## config.mk

```make
export PLATFORM = sky130hd
export DESIGN_NAME = sr_phase_sequencer_flat
export DESIGN_NICKNAME = d
export VERILOG_FILES = /design/src/rtl/sr_phase_sequencer_if.sv /design/src/rtl/sr_phase_sequencer.sv /design/src/flat_wrapper.sv
export SDC_FILE = /design/constraint.sdc
export NUM_CORES = 1
export LEC_CHECK = 0
export ABC_CLOCK_PERIOD_IN_PS = 4400
export BUFFER_PORTS_ARGS = -buffer_cell sky130_fd_sc_hd__buf_2
export CORE_ASPECT_RATIO = 1.75
export CORE_MARGIN = 2
export CORE_UTILIZATION = 45
export CTS_CLUSTER_SIZE = 30
export DETAILED_ROUTE_END_ITERATION = 16
export GPL_ROUTABILITY_DRIVEN = 0
export HOLD_SLACK_MARGIN = 0.12
export PLACE_DENSITY_LB_ADDON = 0.05
export SLEW_MARGIN = 10
export SYNTH_ARGS = -nofsm -noshare
export SYNTH_HDL_FRONTEND = slang
export SYNTH_SLANG_ARGS = --single-unit
```

## constraint.sdc

```tcl
create_clock -name clk -period 4.4 [get_ports clk]
set_input_delay 0.44 -clock clk [delete_from_list [all_inputs] [get_ports clk]]
set_output_delay 0.44 -clock clk [all_outputs]
set_load 0.1 [all_outputs]
```

## src/rtl/sr_phase_sequencer_if.sv

```systemverilog
// Control/status bundle between the host-side controller and the phase sequencer.
// master drives the burst request and configuration; slave returns the phase clocks and status.
interface sr_phase_sequencer_if #(
  parameter int CNT_W = 8,
  parameter int PH_W  = 4
);
  logic             start;
  logic             stop;
  logic             cont;
  logic [CNT_W-1:0] shift_count;
  logic [PH_W-1:0]  ph_width;
  logic [PH_W-1:0]  gap_width;
  logic             clk1;
  logic             clk2;
  logic             busy;
  logic             done;
  logic             sample;
  logic [CNT_W-1:0] shifts;

  modport master (
    output start, stop, cont, shift_count, ph_width, gap_width,
    input  clk1, clk2, busy, done, sample, shifts
  );

  modport slave (
    input  start, stop, cont, shift_count, ph_width, gap_width,
    output clk1, clk2, busy, done, sample, shifts
  );
endinterface

```

## src/rtl/sr_phase_sequencer.sv

```systemverilog
// Burst engine generating non-overlapping two-phase latch enables (clk1/clk2) for the
// latch shift-register chain, with programmable phase/gap widths and counted or continuous mode.
module sr_phase_sequencer #(
  parameter int CNT_W = 8,
  parameter int PH_W  = 4
) (
  input  logic                clk,
  input  logic                rst,
  sr_phase_sequencer_if.slave bus
);

  typedef enum logic [2:0] {IDLE, GAP1, PH1, GAP2, PH2} state_t;

  state_t           state_q, state_d;
  logic [PH_W-1:0]  cnt_q, cnt_d;
  logic [PH_W-1:0]  pm1_q, pm1_d;
  logic [PH_W-1:0]  gm1_q, gm1_d;
  logic [CNT_W-1:0] count_q, count_d;
  logic             cont_q, cont_d;
  logic [CNT_W-1:0] shifts_q, shifts_d;
  logic             stop_pend_q, stop_pend_d;
  logic             clk1_q, clk1_d;
  logic             clk2_q, clk2_d;
  logic             busy_q, busy_d;
  logic             done_q, done_d;
  logic             sample_q, sample_d;

  logic [PH_W-1:0]  start_pm1;
  logic [PH_W-1:0]  start_gm1;
  logic [CNT_W-1:0] shifts_inc;
  logic             burst_end;

  // Widths are held as (width - 1) so a programmed 0 behaves as 1.
  assign start_pm1  = (bus.ph_width  == '0) ? '0 : bus.ph_width  - PH_W'(1);
  assign start_gm1  = (bus.gap_width == '0) ? '0 : bus.gap_width - PH_W'(1);
  assign shifts_inc = (shifts_q == '1) ? shifts_q : shifts_q + CNT_W'(1);
  assign burst_end  = cont_q ? (stop_pend_q | bus.stop) : (shifts_inc == count_q);

  always_comb begin
    state_d     = state_q;
    cnt_d       = (cnt_q == '0) ? cnt_q : cnt_q - PH_W'(1);
    pm1_d       = pm1_q;
    gm1_d       = gm1_q;
    count_d     = count_q;
    cont_d      = cont_q;
    shifts_d    = shifts_q;
    stop_pend_d = stop_pend_q | (cont_q & bus.stop & (state_q != IDLE));
    done_d      = 1'b0;
    sample_d    = 1'b0;

    case (state_q)
      IDLE: begin
        if (bus.start) begin
          pm1_d       = start_pm1;
          gm1_d       = start_gm1;
          count_d     = bus.shift_count;
          cont_d      = bus.cont;
          shifts_d    = '0;
          stop_pend_d = 1'b0;
          if (!bus.cont && (bus.shift_count == '0)) begin
            done_d = 1'b1;
          end else begin
            state_d = GAP1;
            cnt_d   = start_gm1;
          end
        end
      end
      GAP1: if (cnt_q == '0) begin state_d = PH1;  cnt_d = pm1_q; end
      PH1:  if (cnt_q == '0) begin state_d = GAP2; cnt_d = gm1_q; end
      GAP2: if (cnt_q == '0) begin state_d = PH2;  cnt_d = pm1_q; end
      PH2: begin
        if (cnt_q == '0) begin
          shifts_d = shifts_inc;
          sample_d = 1'b1;
          if (burst_end) begin
            state_d = IDLE;
            done_d  = 1'b1;
          end else begin
            state_d = GAP1;
            cnt_d   = gm1_q;
          end
        end
      end
      default: state_d = IDLE;
    endcase

    // Phase enables are registered decodes of the next state, so they never glitch.
    clk1_d = (state_d == PH1);
    clk2_d = (state_d == PH2);
    busy_d = (state_d != IDLE);
  end

  always_ff @(posedge clk or posedge rst) begin
    if (rst) begin
      state_q     <= IDLE;
      cnt_q       <= '0;
      shifts_q    <= '0;
      stop_pend_q <= 1'b0;
      clk1_q      <= 1'b0;
      clk2_q      <= 1'b0;
      busy_q      <= 1'b0;
      done_q      <= 1'b0;
      sample_q    <= 1'b0;
    end else begin
      state_q     <= state_d;
      cnt_q       <= cnt_d;
      shifts_q    <= shifts_d;
      stop_pend_q <= stop_pend_d;
      clk1_q      <= clk1_d;
      clk2_q      <= clk2_d;
      busy_q      <= busy_d;
      done_q      <= done_d;
      sample_q    <= sample_d;
    end
  end

  // Burst configuration is only meaningful while busy, so it carries no reset.
  always_ff @(posedge clk) begin
    pm1_q   <= pm1_d;
    gm1_q   <= gm1_d;
    count_q <= count_d;
    cont_q  <= cont_d;
  end

  assign bus.clk1   = clk1_q;
  assign bus.clk2   = clk2_q;
  assign bus.busy   = busy_q;
  assign bus.done   = done_q;
  assign bus.sample = sample_q;
  assign bus.shifts = shifts_q;

endmodule

```

## src/flat_wrapper.sv

```systemverilog
// flat-port wrapper written by rule: the top's interface ports become plain ports
module sr_phase_sequencer_flat 
#(
  parameter int CNT_W = 8,
  parameter int PH_W  = 4
)
  (clk, rst, bus_start, bus_stop, bus_cont, bus_shift_count, bus_ph_width, bus_gap_width, bus_clk1, bus_clk2, bus_busy, bus_done, bus_sample, bus_shifts);
  sr_phase_sequencer_if #(.CNT_W(CNT_W), .PH_W(PH_W)) bus_i ();
  input  logic clk;
  input  logic rst;
  input wire logic [$bits(bus_i.start)-1:0] bus_start;
  input wire logic [$bits(bus_i.stop)-1:0] bus_stop;
  input wire logic [$bits(bus_i.cont)-1:0] bus_cont;
  input wire logic [$bits(bus_i.shift_count)-1:0] bus_shift_count;
  input wire logic [$bits(bus_i.ph_width)-1:0] bus_ph_width;
  input wire logic [$bits(bus_i.gap_width)-1:0] bus_gap_width;
  output wire logic [$bits(bus_i.clk1)-1:0] bus_clk1;
  output wire logic [$bits(bus_i.clk2)-1:0] bus_clk2;
  output wire logic [$bits(bus_i.busy)-1:0] bus_busy;
  output wire logic [$bits(bus_i.done)-1:0] bus_done;
  output wire logic [$bits(bus_i.sample)-1:0] bus_sample;
  output wire logic [$bits(bus_i.shifts)-1:0] bus_shifts;
  assign bus_i.start = bus_start;
  assign bus_i.stop = bus_stop;
  assign bus_i.cont = bus_cont;
  assign bus_i.shift_count = bus_shift_count;
  assign bus_i.ph_width = bus_ph_width;
  assign bus_i.gap_width = bus_gap_width;
  assign bus_clk1 = bus_i.clk1;
  assign bus_clk2 = bus_i.clk2;
  assign bus_busy = bus_i.busy;
  assign bus_done = bus_i.done;
  assign bus_sample = bus_i.sample;
  assign bus_shifts = bus_i.shifts;
  sr_phase_sequencer #(.CNT_W(CNT_W), .PH_W(PH_W)) u_core (.clk(clk), .rst(rst), .bus(bus_i));
endmodule
```

==> impl_metrics.toml <==
[yosys]
yosysTopAreaCell = "dfrtp_1"
yosysWarnings = 0
yosysSeqAreaShare_pct = 42.31
async_reset_ff_share_pct = 55.26
synth_edf_count = 17
synth_common_cells = "nor2_1 (27), dfrtp_1 (21), nand2_1 (21), a21oi_1 (17), edfxtp_1 (17)"
ys.flop_type = "dfrtp_1"
synth_nets = 286
yosys-top-cells-area = "dfrtp_1 (21%), edfxtp_1 (21%), nor2_1 (4.1%)"
ys_seq_elements = 38
yosysMostFrequentCell = "nor2_1"
synthCells = 261
synth.top_cell.area_share_pct = 21.46
avgSynthCellArea_um2 = 9.382
yosysUniqueCellTypes = 62
synth_area_um2 = 2449

[critical_path]
path_class = "flop to flop"
startpoint_type = "flop"
worstSetupEndpointType = "flop"
crit_required_ns = 4.59
critical_path.max_fanout = 10
cp.arrival_ns = 3.00

[pwr]
max-vdd-ir-drop_v = 0.0002184
leakage_nw = 1.110
finalPower_mw = 1.313
power_density_nw_per_um2 = 488.2

[layout]
drive_gt1_share_pct = 20.00
num-fill-cells = 514
area_growth_pct = 9.811
nNetsFinal = 314
diodes = 0

[clocking]
cts_hold_buffers = 0
numClockSinks = 38
cts_resized = 0
cts_tree = "yes"
clk_latency_ns = 0.29
clockBufferDepth = 2
clkTransAtPathRegs_ns = 0.08
cts_buffers = 5
cts_max_level = 2
cts_setup_buffers = 0
cts_root_buffer = "clkbuf_8"

[sta]
slew_viol_final = 0
relSlewSlack_pct = 38.82
fin_skew_ns = 0.009308
period_share_pct = 64.02
hold_viol_final = 0
fin_setup_tns_ns = 0
fmax_ghz = 0.3550
period_minus_slack_ns = 2.817
tightest_slew_ns = 0.9166
setup_violations = 0
rsz0062_at_grt = "no"
worst_slack_ns = 1.583

[global_route]
grt_pass1_vias = 2136
grt_usage_pct = 22.54
antenna_found_initial = 0
grt_pass1_wl_mm = 10.25
grt-ovfl-total = 0
grt_max_degree = 24

[detailed_routing]
num_vias = 2128
dr.pass1.iters = 4
dr.max_layer_used = "met4"
drt_wl_total_mm = 6.322
drt_iter0_markers = 124
met2_length_mm = 3.416
routed_via_density = 6.168
wl_met1_mm = 2.350
drcViolationCount = 0
wire_per_inst_um = 18.32
antenna_left = 0
wl_met3_um = 166

[floorplanning]
die_x_um = 59.76
core_region_area_um2 = 5255
ios = 34
die_h_um = 101.6
rows = 35
initial_core_util_pct = 46.60
dieArea_um2 = 6070

[placed_design]
place_hpwl_mm = 4.792
place_ws_ns = 1.597
port_buffers = 33

[run]
drv_cap = 0

[worst_hold_path]
hold_path.class = "input port to async pin"

[status]
status = "finished clean"
## sequential cells by signal (all words and copies together) (netlist names)
register / flops
u_core.bus.done: 1
u_core.cnt_q: 4
u_core.bus.clk2: 1
u_core.gm1_q: 4
u_core.pm1_q: 4
u_core.count_q: 8
u_core.state_q: 3
u_core.bus.sample: 1
u_core.stop_pend_q: 1
u_core.bus.clk1: 1
u_core.bus.busy: 1
u_core.bus.shifts: 8
u_core.cont_q: 1
## final cells by class
type / instances / area [µm²] / area share, %
multi-input cells: 196 / 1246 / 46.35
flip-flops and latches: 38 / 1036 / 38.53
repair buffers: 35 / 180.2 / 6.701
clock buffers: 5 / 68.82 / 2.559
well taps: 55 / 68.82 / 2.559
inverters: 13 / 48.80 / 1.815
clock inverters: 3 / 40.04 / 1.489
## worst max-delay path: stages (launching register included)
cell and delay [ns]:
dfrtp_1 0.53, ha_1 0.43, nand4_1 0.27, o211a_1 0.30, a2111oi_2 0.28, nand4b_1 0.18, o21ai_2 0.29, nand2_1 0.12
a221o_1 0.31
## logic make-up (layout without fill, tap and decap cells)
family | Yosys count | after routing | synth area share (%)
and+or+nand+nor | 105 | 105 | 22.08
AOI/OAI and AO/OA | 74 | 74 | 21.62
DFF | 38 | 38 | 42.31
buffers and inverters | 27 | 56 | 6.796
muxes | 8 | 8 | 3.373
xor gates and xnor gates | 5 | 5 | 1.788
adders and majority gates | 4 | 4 | 2.044
## where the power goes
part	internal, mW	switching (mW)
clock	0.167	0.129
combinational	0.182	0.311
sequential	0.451	0.0735
## worst paths after layout
| path | start | end | slack, ns | depth (start not counted) |
|---|---|---|---|---|
| worst max register to register | u_core.bus.shifts[0] | u_core.cnt_q[2] | 1.58 | 8 |
| worst min-delay path | rst | u_core.bus.sample | 0.31 | 2 |
| min in group clk | bus_shift_count[6] | u_core.count_q[6] | 0.34 | 1 |
| worst max-delay path | u_core.bus.shifts[0] | u_core.cnt_q[2] | 1.58 | 8 |
| worst min register to register | u_core.stop_pend_q | u_core.stop_pend_q | 0.57 | 2 |
| max in group asynchronous | rst | u_core.stop_pend_q | 3.55 | 2 |
## per-layer routing
metal,global-route usage [%],up-vias
met2,39.72,55
met5,0,-
met4,15.38,0
met3,3.321,28
li1,-,1026
met1,23.54,1019
## cell usage in the layout, fill, tap and decap left out, types with 2 or more instances in the layout
master    instances
a21o_1            3
a21oi_1          17
a221o_1           2
a221oi_1          2
a22oi_1           2
a311oi_1          4
a31o_2            2
a31oi_1           2
a32o_1            2
and4_4            2
buf_2            33
buf_4             2
clkbuf_8          5
clkinv_2          2
dfrtp_1          21
edfxtp_1         17
ha_1              4
inv_1            12
mux2_2            2
mux2i_1           6
nand2_1          21
nand2b_1          7
nand3_1          12
nand4_1           2
nor2_1           27
nor2b_1           5
nor3_1           11
nor4_1            3
o211a_1           2
o211ai_1          3
o21ai_0          16
o32ai_1           4
or2_2             2
or3_1             2
xnor2_1           4
## stage by stage
step / instances / hold slack (ns) / cell area (µm²) / utilization (%)
after detailed placement: 337 / 0.5531 / 2580 / 49.10
final: 345 / 0.3097 / 2689 / 51.17
after CTS: 345 / 0.3285 / 2689 / 51.17
after floorplan: 261 / 0.4165 / 2449 / -
after global routing: 345 / 0.3312 / 2689 / 51.17
after global placement: 337 / 0.5343 / 2580 / 49.10
Note: power is estimated with default switching activity, not from simulation.
